==> src/rtl/bit_deserializer.sv <==
// Serial-to-parallel collector: LSB-first valid/ready bit stream into WIDTH-bit words.
// Optional early word completion on io_flush when BIT_DESER_FLUSH_EN is defined.
module bit_deserializer #(
   parameter int WIDTH = 32
) (
   input  logic             clock,
   input  logic             reset,
   input  logic             io_in_valid,
   input  logic             io_in_bits,
   output logic             io_in_ready,
   output logic             io_out_valid,
   output logic [WIDTH-1:0] io_out_bits,
   input  logic             io_out_ready,
   output logic [5:0]       io_bit_count,
   output logic [15:0]      io_word_count
`ifdef BIT_DESER_FLUSH_EN
   ,
   input  logic             io_flush
`endif
);

   // state      | meaning
   // ST_COLLECT | accepting bits into the collect register
   // ST_HOLD    | full word parked in collect register, waiting for the slot
   typedef enum logic {ST_COLLECT, ST_HOLD} state_e;

   localparam logic [5:0] CNT_LAST = 6'(WIDTH - 1);
   localparam logic [5:0] CNT_FULL = 6'(WIDTH);

   state_e             state_q, state_d;
   logic [WIDTH-1:0]   collect_q, collect_d;
   logic [5:0]         cnt_q, cnt_d;
   logic               out_valid_q, out_valid_d;
   logic [WIDTH-1:0]   out_bits_q, out_bits_d;
   logic [15:0]        word_cnt_q, word_cnt_d;

   logic               in_hs, out_hs, slot_free, complete, load;
   logic [WIDTH-1:0]   shift_word, load_word;

   assign io_in_ready   = (state_q == ST_COLLECT);
   assign io_out_valid  = out_valid_q;
   assign io_out_bits   = out_bits_q;
   assign io_bit_count  = cnt_q;
   assign io_word_count = word_cnt_q;

   assign in_hs     = io_in_valid & (state_q == ST_COLLECT);
   assign out_hs    = out_valid_q & io_out_ready;
   assign slot_free = ~out_valid_q | io_out_ready;

   always_comb begin
      shift_word = collect_q;
      for (int i = 0; i < WIDTH; i++) begin
         if (in_hs && (cnt_q == 6'(i))) shift_word[i] = io_in_bits;
      end
   end

   always_comb begin
      state_d     = state_q;
      collect_d   = collect_q;
      cnt_d       = cnt_q;
      out_valid_d = out_valid_q;
      out_bits_d  = out_bits_q;
      word_cnt_d  = word_cnt_q + {15'd0, out_hs};
      complete    = 1'b0;
      load        = 1'b0;
      load_word   = '0;

      case (state_q)
         ST_COLLECT: begin
            complete = in_hs && (cnt_q == CNT_LAST);
`ifdef BIT_DESER_FLUSH_EN
            if (io_flush && (in_hs || (cnt_q != 6'd0))) complete = 1'b1;
`endif
            if (complete) begin
               collect_d = '0;
               cnt_d     = '0;
               if (slot_free) begin
                  load      = 1'b1;
                  load_word = shift_word;
               end else begin
                  // Park the word; count shows a full word until it moves out.
                  collect_d = shift_word;
                  cnt_d     = CNT_FULL;
                  state_d   = ST_HOLD;
               end
            end else if (in_hs) begin
               collect_d = shift_word;
               cnt_d     = cnt_q + 6'd1;
            end
         end
         ST_HOLD: begin
            if (slot_free) begin
               load      = 1'b1;
               load_word = collect_q;
               collect_d = '0;
               cnt_d     = '0;
               state_d   = ST_COLLECT;
            end
         end
         default: state_d = ST_COLLECT;
      endcase

      if (load) begin
         out_valid_d = 1'b1;
         out_bits_d  = load_word;
      end else if (out_hs) begin
         out_valid_d = 1'b0;
      end
   end

   always_ff @(posedge clock or posedge reset) begin
      if (reset) begin
         state_q     <= ST_COLLECT;
         collect_q   <= '0;
         cnt_q       <= '0;
         out_valid_q <= 1'b0;
         out_bits_q  <= '0;
         word_cnt_q  <= '0;
      end else begin
         state_q     <= state_d;
         collect_q   <= collect_d;
         cnt_q       <= cnt_d;
         out_valid_q <= out_valid_d;
         out_bits_q  <= out_bits_d;
         word_cnt_q  <= word_cnt_d;
      end
   end

endmodule

==> config.mk <==
export PLATFORM = sky130hd
export DESIGN_NAME = bit_deserializer
export DESIGN_NICKNAME = d
export VERILOG_FILES = /design/src/rtl/bit_deserializer.sv
export SDC_FILE = /design/constraint.sdc
export NUM_CORES = 1
export LEC_CHECK = 0
export ABC_AREA = 1
export ABC_CLOCK_PERIOD_IN_PS = 5600
export CAP_MARGIN = 20
export CORE_ASPECT_RATIO = 0.7
export CORE_MARGIN = 2
export CORE_UTILIZATION = 59
export CTS_CLUSTER_SIZE = 40
export DETAILED_ROUTE_END_ITERATION = 8
export GPL_TIMING_DRIVEN = 0
export PLACE_DENSITY = 0.9
export SETUP_SLACK_MARGIN = 0.15
export SYNTH_ARGS = -nofsm -noshare
export SYNTH_HDL_FRONTEND = slang
export SYNTH_SLANG_ARGS = --single-unit
export TNS_END_PERCENT = 10
==> constraint.sdc <==
create_clock -name clock -period 5.6 [get_ports clock]
set_clock_uncertainty 0.2 [all_clocks]
set_input_delay 0.84 -clock clock [delete_from_list [all_inputs] [get_ports clock]]
set_output_delay 0.84 -clock clock [all_outputs]
set_load 0.02 [all_outputs]
==> flow_metrics.py, run 1 <==
metrics = {
    "status": {
        "outcome": "complete, no violations",
    },
    "sta": {
        "min_period_ns": 2.61,
        "maxSlewViolCount": 0,
        "tightestPinTransition_ns": 0.581,
        "hold_violations": 0,
        "timing.fmax_mhz": 383,
        "slew_headroom_pct": 61.1,
        "fin_tns_setup_ns": 0,
        "setup_viol_count_final": 0,
        "fin_crit_sh_pct": 46.6,
        "rsz0062_at_grt": "false",
    },
    "synth": {
        "ys_types": 25,
        "ys_top_cells_by_area": "dfrtp_1 50%, nand2_1 23%, nand3_1 6.1%",
        "synthSimpleGateAreaFrac_pct": 34.9,
        "synth_ff_type": "dfrtp_1",
        "synth-compound-area-share_pct": 4.75,
        "muxShareOfSynthArea_pct": 0,
        "synth_top_area_cell": "dfrtp_1",
        "synth_top_area_share_pct": 50.3,
        "yosys_warnings": 0,
        "synth.avg_cell_area_sq_um": 7.71,
        "synth-edff-count": 0,
        "ys_ff_latch": 88,
        "synth_nets": 578,
        "synth_area_sq_um": 4370,
        "async_flop_share_pct": 100,
        "synth_xor_area_share_pct": 2.60,
        "synthAdderAreaFrac_pct": 1.72,
        "syn_inst": 567,
        "synth_top_family_by_area": "simple AND/OR/NAND/NOR gates",
        "yosys-top-cells-count": "272 x nand2_1, 88 x dfrtp_1, 53 x nand3_1",
        "synth.most_common_cell": "nand2_1",
        "ys_seq_area_share_pct": 50.3,
    },
    "clock_network": {
        "post_cts_buffers": 0,
        "holdBufCountCts": 0,
        "cts.clk_slew.worst_paths_ns": 0.09,
        "clock_latency_ns": 0.37,
        "cts_buffers": 9,
        "cts_buffer_depth": 2,
        "cts-resized-gates": 0,
        "cts.sinks": 88,
        "clockRootBuffer": "clkbuf_8",
        "cts_tree": "done",
        "h-tree-depth": 3,
    },
    "die": {
        "initial_utilization_pct": 60.3,
        "die_y_microns": 76.0,
        "core_region_area_sq_um": 7250,
        "die_x_microns": 107,
        "die_area_sq_um": 8130,
        "rows": 26,
        "boundaryPins": 61,
    },
    "drt": {
        "num_vias": 4104,
        "final_antenna_net_count": 0,
        "wire_per_inst_microns": 15.1,
        "first_iter_violations": 310,
        "drc": 0,
        "detail_route.first_pass.iterations": 6,
        "vias_per_cell": 5.53,
        "routed_wl_mm": 11.2,
    },
    "worst_setup_path": {
        "endpoint_kind": "register",
        "path_cells": "clkdlybuf4s50_1 -> nand2_1 -> inv_1 -> ha_1 -> ha_1 -> nand3_1 -> nor2_1 -> nand3_1 -> nor2_1 -> xor2_1",
        "arrival_ns": 2.70,
        "cpPeakStageDelay_ns": 0.53,
        "crit_fanout": 3,
        "cp.required_ns": 5.69,
        "critPathKind": "input pin to register",
        "start_kind": "input pin",
        "cpMaxStageDelayCell": "clkdlybuf4s50_1",
    },
    "final_layout": {
        "layout-drive-gt1-share_pct": 7.14,
        "final_nets": 650,
        "antenna_cells": 0,
        "syn2layout_area_growth_pct": 21.1,
    },
    "pwr": {
        "power.switching_mw": 0.903,
        "power_mw": 2.23,
        "seqPwrFrac_pct": 43.7,
        "p_int_mw": 1.33,
        "power_leakage_nw": 2.58,
        "combinationalPowerShare_pct": 38.2,
        "pwr-share-clk_pct": 18.1,
        "power_density_nw_per_um2": 421,
        "vdd_drop_max_v": 0.000247,
        "p_sw_share_pct": 40.5,
    },
    "min_path": {
        "holdCritPathClass": "register to register",
    },
    "global_routing": {
        "first_global_vias": 4146,
        "grt_pass1_wl_mm": 19.4,
        "grtUsageMet1_pct": 42.9,
        "grt_use_total_pct": 30.0,
        "met3_usage_pct": 7.78,
        "grt_busiest_layer": "met2",
        "use_met2_pct": 44.8,
        "grt_overflow_total": 0,
        "antenna_found_initial": 0,
        "grt_max_degree": 64,
    },
    "flow_run": {
        "maxCapViolations": 0,
    },
    "placed_design": {
        "place_hpwl_mm": 8.04,
        "port_buffers": 60,
        "gp_congestion": 0.960,
    },
}
critical path, delay by kind of cell:
kind / cells / cell delay, ns
xor gates and xnor gates: 1 / 0.16
and+or+nand+nor: 5 / 0.76
adders and majority gates: 2 / 0.35
buffers and inverters: 2 / 0.59
routing by layer:
| layer | up-vias | part of all wire (%) |
|---|---|---|
| li1 | 1926 | - |
| met4 | 0 | 1.7 |
| met5 | - | 0 |
| met2 | 217 | 46 |
| met3 | 22 | 9.3 |
| met1 | 1939 | 43 |
worst paths after layout:
path	start	cells after the start	to	slack [ns]
max	io_out_ready	10	io_word_count[14]$_DFF_PP0_	2.99
min	io_out_bits[31]$_DFFE_PP0P_	2	io_out_bits[31]$_DFFE_PP0P_	0.29
max reg2reg	io_bit_count[1]$_DFFE_PP0P_	7	io_out_bits[28]$_DFFE_PP0P_	3.52
min reg2reg	io_out_bits[31]$_DFFE_PP0P_	2	io_out_bits[31]$_DFFE_PP0P_	0.29
max in group asynchronous	reset	3	io_out_bits[8]$_DFFE_PP0P_	4.00
min in group asynchronous	reset	2	io_word_count[8]$_DFF_PP0_	0.59
sequential cells by signal, summed over array words and instances, names as in the netlist:
register and count:
collect_q 32, io_bit_count 6, io_out_bits 32, io_out_valid 1, io_word_count 16, state_q 1
power by group through the flow:
stage	logic, mW	registers [mW]	clock network [mW]
2_1_floorplan	0.421	1.07	0
3_3_place_gp	0.810	0.969	0
3_5_place_dp	0.842	0.979	0
4_1_cts	0.849	0.968	0.404
5_1_grt	0.944	0.997	0.431
6_report	0.853	0.974	0.404
stage by stage:
stage / area (sq um) / worst slack (ns) / hold slack [ns] / instances / utilization, %
floorplan: 4370 / 2.28 / 0.265 / 567 / -
global placement: 5100 / 0.971 / 0.260 / 725 / 70.3
detailed placement: 5130 / 2.65 / 0.269 / 726 / 70.7
CTS: 5300 / 3.00 / 0.289 / 742 / 73.0
global route: 5300 / 2.84 / 0.318 / 742 / 73.0
finish: 5300 / 2.99 / 0.292 / 742 / 73.0
logic make-up (layout without fill, tap and decap cells):
kind of cell,count (synthesis),count (layout)
AND/OR/NAND/NOR,372,372
flip-flops,88,88
buffers and inverters,50,127
AO/OA/AOI/OAI,38,38
XOR/XNOR,13,13
adder cells (fa/ha/maj),6,6
placed cells by master (no fill, tap or decap), types with 2 or more instances in the layout:
cell type        instances
nor3_1                   3
nand4_1                  4
xor2_1                   7
nand3_1                 53
xnor2_1                  6
nand2_1                272
ha_1                     6
clkbuf_8                 9
o21ai_1                  5
buf_2                    4
nor2_4                   4
nor2_2                   3
o21ai_0                 27
buf_4                    5
clkinvlp_4               4
inv_2                    2
o22ai_1                  3
buf_6                    5
clkdlybuf4s50_1         60
nor2_1                  28
inv_1                   27
clkbuf_1                 6
nand2_2                  5
dfrtp_1                 88
area by class of cell:
cell class / instances / area [sq um]
multi-input cells: 429 / 1920
flip-flops and latches: 88 / 2200
plain buffers: 19 / 133
fillers: 552 / 1960
repair buffers: 61 / 628
clock inverters: 6 / 43.8
inverters: 31 / 119
well taps: 98 / 123
clock buffers: 10 / 128
Note: power is estimated with default switching activity, not from simulation.
==> run 2, diff against run 1 <==
- ABC_CLOCK_PERIOD_IN_PS: 5600 -> 2250
- CORE_UTILIZATION: 59 -> 49
- PLACE_DENSITY: 0.9 -> 0.81
- clock period: 5.6 -> 2.25 ns (I/O delays scaled with it)
==> run 2 against run 1 <==
Compared with the run above: global-route usage decreased by 4.7 points; non-clock buffer count increased by 3; design area increased by 5.2%; worst hold slack got worse by 0.085 ns; largest power group unchanged.
==> flow_metrics.py, run 2 (same netlist as run 1, synthesis figures left out) <==
metrics = {
    "die": {
        "initial_utilization_pct": 51.2,
        "die_y_microns": 83.1,
        "rows": 28,
        "boundaryPins": 61,
        "die_x_microns": 117,
        "core_region_area_sq_um": 8550,
        "die_area_sq_um": 9710,
    },
    "flow_run": {
        "maxCapViolations": 0,
    },
    "worst_setup_path": {
        "cpMaxStageDelayCell": "nor2_1",
        "cpPeakStageDelay_ns": 0.49,
        "cp.required_ns": 2.33,
        "critPathKind": "register to register",
        "arrival_ns": 2.13,
        "critPathBufInv": 1,
        "endpoint_kind": "register",
        "crit_fanout": 7,
        "cp_top_family": "simple AND/OR/NAND/NOR gates",
        "start_kind": "register",
        "path_cells": "ha_1 -> inv_1 -> nor2_4 -> nand2_2 -> nor2_1 -> nand4_1 -> nand3_1",
    },
    "clock_network": {
        "clock_latency_ns": 0.35,
        "cts_buffers": 9,
        "holdBufCountCts": 0,
        "cts.sinks": 88,
        "h-tree-depth": 3,
        "clockRootBuffer": "clkbuf_16",
        "cts.clk_slew.worst_paths_ns": 0.07,
        "cts_buffer_depth": 2,
        "cts_tree": "done",
    },
    "final_layout": {
        "layout-drive-gt1-share_pct": 8.66,
        "stdcell_count": 767,
        "antenna_cells": 0,
        "final_nets": 653,
        "fillers": 744,
        "final_cell_mix": "272 x nand2_1, 88 x dfrtp_1, 59 x clkdlybuf4s50_1",
        "area.sequential_sq_um": 2200,
        "final_core_util_pct": 65.2,
        "layout_commonest_cell": "nand2_1",
        "syn2layout_area_growth_pct": 27.5,
        "multi_input_area_sq_um": 1950,
    },
    "min_path": {
        "holdCritPathClass": "input pin to async pin",
    },
    "global_routing": {
        "grt_use_total_pct": 25.3,
        "antenna_found_initial": 0,
        "first_global_vias": 3918,
        "grt_overflow_total": 0,
        "grt_max_degree": 37,
        "grt_pass1_wl_mm": 19.2,
    },
    "drt": {
        "vias_per_cell": 5.35,
        "num_vias": 4103,
        "final_antenna_net_count": 0,
        "wire_per_inst_microns": 15.3,
        "first_iter_violations": 497,
        "detail_route.first_pass.iterations": 5,
        "drc": 0,
        "routed_wl_mm": 11.7,
    },
    "sta": {
        "slew_headroom_pct": 58.2,
        "rsz0062_at_grt": "true",
        "timing.fmax_mhz": 488,
        "fin_crit_sh_pct": 91.1,
        "min_period_ns": 2.05,
        "tightestPinTransition_ns": 0.625,
        "setup_viol_count_final": 0,
        "fin_tns_setup_ns": 0,
        "maxSlewViolCount": 0,
        "hold_violations": 0,
    },
    "placed_design": {
        "port_buffers": 60,
        "place_hpwl_mm": 8.27,
        "dp_cells": 749,
        "gp_congestion": 0.982,
    },
    "pwr": {
        "vdd_drop_max_v": 0.000568,
        "power_density_nw_per_um2": 1140,
        "power_mw": 6.36,
        "power_leakage_nw": 2.69,
    },
    "status": {
        "outcome": "complete, no violations",
    },
}
-- run 2: cell count changes in the layout (fill, tap and decap cells not counted), sizes merged --
cell           delta
buf               +3
bufinv            +3
clkinvlp          -2
inv               -2
clkbuf            +1
clkdlybuf4s50     -1
dlymetal6s2s      +1
-- run 2: path summary, 6_finish.rpt --
path / start / endpoint / slack [ns] / cells after the start
worst min-delay path: reset / io_out_bits[30]$_DFFE_PP0P_ / 0.21 / 2
min in group clock: io_word_count[15]$_DFF_PP0_ / io_word_count[15]$_DFF_PP0_ / 0.28 / 1
max in group asynchronous: reset / collect_q[4]$_DFFE_PP0P_ / 1.06 / 3
worst min register to register: io_word_count[15]$_DFF_PP0_ / io_word_count[15]$_DFF_PP0_ / 0.28 / 1
worst max register to register: io_bit_count[1]$_DFFE_PP0P_ / io_out_bits[28]$_DFFE_PP0P_ / 0.20 / 7
worst max-delay path: io_bit_count[1]$_DFFE_PP0P_ / io_out_bits[28]$_DFFE_PP0P_ / 0.20 / 7
-- run 2: layer usage --
metal  GRT usage [%]  up-vias  routed length [microns]
li1                -     1933                        -
met1            36.5     1963                     5320
met2            37.0      182                     5270
met3            7.01       25                      898
met4            8.24        0                      210
met5               0        -                        0
-- run 2: power breakdown --
| part | internal (mW) | switching, mW |
|---|---|---|
| Sequential | 2.05 | 0.386 |
| Clock | 1.14 | 0.619 |
| Combinational | 0.861 | 1.30 |
-- run 2: through the flow --
| step | area [sq um] | hold WS, ns | setup slack [ns] |
|---|---|---|---|
| after floorplan | 4380 | 0.265 | 0.389 |
| after global placement | 5130 | 0.269 | -0.246 |
| after detailed placement | 5170 | 0.265 | -0.203 |
| after CTS | 5530 | 0.215 | 0.124 |
| after global routing | 5580 | 0.251 | 0.116 |
| final | 5580 | 0.207 | 0.201 |
-- run 2: worst register-to-register path: cells and delay by family (launching register included) --
family	cells	cell delay, ns
adder cells (fa/ha/maj)	1	0.20
flip-flops	1	0.42
buffers and inverters	1	0.11
AND/OR/NAND/NOR	5	1.04
-- run 2: final cells by class --
class,instances,share of cell area (%)
sequential,88,39.5
clock inverter,5,1.84
inverter,31,2.15
timing repair buffer,64,11.8
tap,120,2.69
clock buffer,11,4.53
buffer,19,2.47
multi-input combinational,429,35.0
-- run 2: timing repair --
action	in CTS	in global routing
resized for setup	2	9
buffers inserted	0	2
endpoints found under the setup margin	2	30
pin swaps	0	3
cloned	0	0
==> run 3, diff against run 2 <==
- CORE_UTILIZATION: 49 -> 57
- DONT_BUFFER_PORTS: default -> 1
- PLACE_DENSITY: 0.81 -> 0.8
==> run 3 against run 2 <==
Compared with the run above: design area fell by 13%; sequential cell count stayed put; power is 15% lower; worst hold slack worse by 0.19 ns; die area is 13% lower; routed wire length down 3.5%; non-clock buffer count down 57; combinational power decreased by 36%; setup slack lost 0.016 ns; clock-buffer cell count is 1 higher; first-iteration DRC count shrank 35%; critical path depth is 3 higher; critical path type unchanged; largest cell class unchanged.
==> flow_metrics.py, run 3 (same netlist as run 1, synthesis figures left out) <==
metrics = {
    "status": {
        "outcome": "complete, no violations",
    },
    "worst_setup_path": {
        "path_cells": "ha_1 -> inv_1 -> nor2_4 -> nand2_2 -> o21ai_4 -> inv_2 -> buf_6 -> buf_6 -> nand2_1 -> nand2_1",
        "cpMaxStageDelayCell": "dfrtp_2",
        "start_kind": "register",
        "reg2reg_depth": 10,
        "r2r-start": "io_bit_count[1]$_DFFE_PP0P_",
        "rrSetupSlack_ns": 0.18,
        "cpPeakStageDelay_ns": 0.48,
        "arrival_ns": 2.11,
        "r2r-end": "collect_q[17]$_DFFE_PP0P_",
        "endpoint_kind": "register",
        "critPathKind": "register to register",
        "crit_fanout": 10,
        "cp.required_ns": 2.30,
    },
    "global_routing": {
        "first_global_vias": 3797,
        "grt_pass1_wl_mm": 18.8,
        "grt_overflow_total": 0,
        "grt_use_total_pct": 29.1,
        "antenna_found_initial": 0,
        "grt_max_degree": 38,
    },
    "clock_network": {
        "h-tree-depth": 3,
        "cts_buffers": 9,
        "cts.clk_slew.worst_paths_ns": 0.09,
        "cts_buffer_depth": 2,
        "cts.sinks": 88,
        "clock_latency_ns": 0.36,
        "cts_tree": "done",
        "clockRootBuffer": "clkbuf_8",
    },
    "drt": {
        "num_vias": 3816,
        "wl_met2_mm": 5.10,
        "final_antenna_net_count": 0,
        "highest_layer": "met4",
        "detail_route.first_pass.iterations": 5,
        "routed_wl_mm": 11.3,
        "wl_met1_mm": 4.90,
        "wl_met3_mm": 1.12,
        "vias_per_cell": 5.55,
        "first_iter_violations": 321,
        "wire_per_inst_microns": 16.4,
        "drc": 0,
    },
    "final_layout": {
        "layout_commonest_cell": "nand2_1",
        "stdcell_count": 688,
        "antenna_cells": 0,
        "layout-drive-gt1-share_pct": 10.5,
        "syn2layout_area_growth_pct": 10.8,
        "final_core_util_pct": 65.9,
        "final_cell_mix": "271 x nand2_1, 84 x dfrtp_1, 52 x nand3_1",
        "final_nets": 596,
        "fillers": 608,
        "area.sequential_sq_um": 2210,
        "multi_input_area_sq_um": 1940,
    },
    "placed_design": {
        "dp_cells": 667,
        "gp_congestion": 0.956,
        "port_buffers": 0,
        "place_hpwl_mm": 8.00,
        "post-place-ws_ns": 0.0792,
    },
    "pwr": {
        "pwr-share-clk_pct": 23.3,
        "seqPwrFrac_pct": 51.0,
        "power_mw": 5.40,
        "power_leakage_nw": 2.42,
        "power.switching_mw": 2.18,
        "vdd_drop_max_v": 0.000508,
        "p_sw_share_pct": 40.3,
        "power_density_nw_per_um2": 1120,
        "combinationalPowerShare_pct": 25.7,
        "p_int_mw": 3.23,
    },
    "sta": {
        "hold_violations": 0,
        "slew_headroom_pct": 61.5,
        "min_period_ns": 2.07,
        "tightestPinTransition_ns": 0.577,
        "fin_tns_setup_ns": 0,
        "setup_viol_count_final": 0,
        "rsz0062_at_grt": "true",
        "timing.fmax_mhz": 484,
        "fin_crit_sh_pct": 91.8,
        "maxSlewViolCount": 0,
        "fin_ws_ns": 0.185,
    },
    "min_path": {
        "hold_depth": 3,
        "hp-start": "io_out_ready",
        "min_to": "io_word_count[0]$_DFF_PP0_",
        "holdCritPathClass": "input pin to register",
    },
    "die": {
        "initial_utilization_pct": 59.5,
        "core_region_area_sq_um": 7350,
        "die_x_microns": 109,
        "die_y_microns": 77.3,
        "boundaryPins": 61,
        "rows": 26,
        "die_area_sq_um": 8400,
    },
    "flow_run": {
        "maxCapViolations": 0,
    },
}
-- run 3: worst max-delay path by stage --
| stage | from | end | slack (ns) | cells after the start |
|---|---|---|---|---|
| finish | io_bit_count[1]$_DFFE_PP0P_ | collect_q[17]$_DFFE_PP0P_ | 0.18 | 10 |
| global placement | io_bit_count[1]$_DFFE_PP0P_ | io_out_bits[13]$_DFFE_PP0P_ | 0.10 | 9 |
| detailed placement | io_bit_count[1]$_DFFE_PP0P_ | io_out_bits[3]$_DFFE_PP0P_ | 0.08 | 9 |
| CTS | io_out_valid$_DFFE_PP0P_ | io_word_count[14]$_DFF_PP0_ | 0.12 | 9 |
| global route | io_out_valid$_DFFE_PP0P_ | io_word_count[14]$_DFF_PP0_ | 0.03 | 9 |
| floorplan | io_bit_count[1]$_DFFE_PP0P_ | collect_q[2]$_DFFE_PP0P_ | 0.39 | 10 |
-- run 3: through the flow --
| stage | hold slack [ns] | instance area, sq um |
|---|---|---|
| 2_1_floorplan | 0.265 | 4380 |
| 3_3_place_gp | 0.277 | 4500 |
| 3_5_place_dp | 0.0614 | 4540 |
| 4_1_cts | 0.0313 | 4790 |
| 5_1_grt | 0.0310 | 4840 |
| 6_report | 0.0168 | 4840 |
-- run 3: power by group through the flow --
| stage | combinational [mW] | clock, mW | sequential, mW |
|---|---|---|---|
| 2_1_floorplan | 1.05 | 0 | 2.65 |
| 3_3_place_gp | 1.26 | 0 | 2.74 |
| 3_5_place_dp | 1.33 | 0 | 2.77 |
| 4_1_cts | 1.35 | 1.28 | 2.75 |
| 5_1_grt | 1.59 | 1.34 | 2.83 |
| 6_report | 1.39 | 1.26 | 2.75 |
-- run 3: what timing repair did --
| item | CTS | global route |
|---|---|---|
| gates resized for setup | 2 | 11 |
| setup buffers | 0 | 3 |
| hold endpoints to repair | 23 | 0 |
| hold buffers | 2 | 0 |
| pin swaps | 0 | 4 |
| endpoints found under the setup margin | 41 | 44 |
-- run 3: area by class of cell --
| type | count | area share, % |
|---|---|---|
| Tap cell | 98 | 2.53 |
| Timing Repair Buffer | 7 | 1.70 |
| Sequential cell | 88 | 45.6 |
| Multi-Input combinational cell | 429 | 40.1 |
| Clock inverter | 4 | 1.58 |
| Buffer | 19 | 2.76 |
| Clock buffer | 12 | 3.20 |
| Inverter | 31 | 2.56 |
-- run 3: routing by layer --
layer,GRT usage [%],vias to the layer above
met3,7.40,19
met1,41.3,1821
met2,44.1,163
met5,0,-
met4,8.46,0
li1,-,1813
-- run 3: worst max-delay path: cells and delay by family (launching register included) --
family | cells | cell delay (ns)
buffers and inverters | 4 | 0.47
AO/OA/AOI/OAI | 1 | 0.21
flip-flops | 1 | 0.48
adder cells (fa/ha/maj) | 1 | 0.21
AND/OR/NAND/NOR | 4 | 0.37
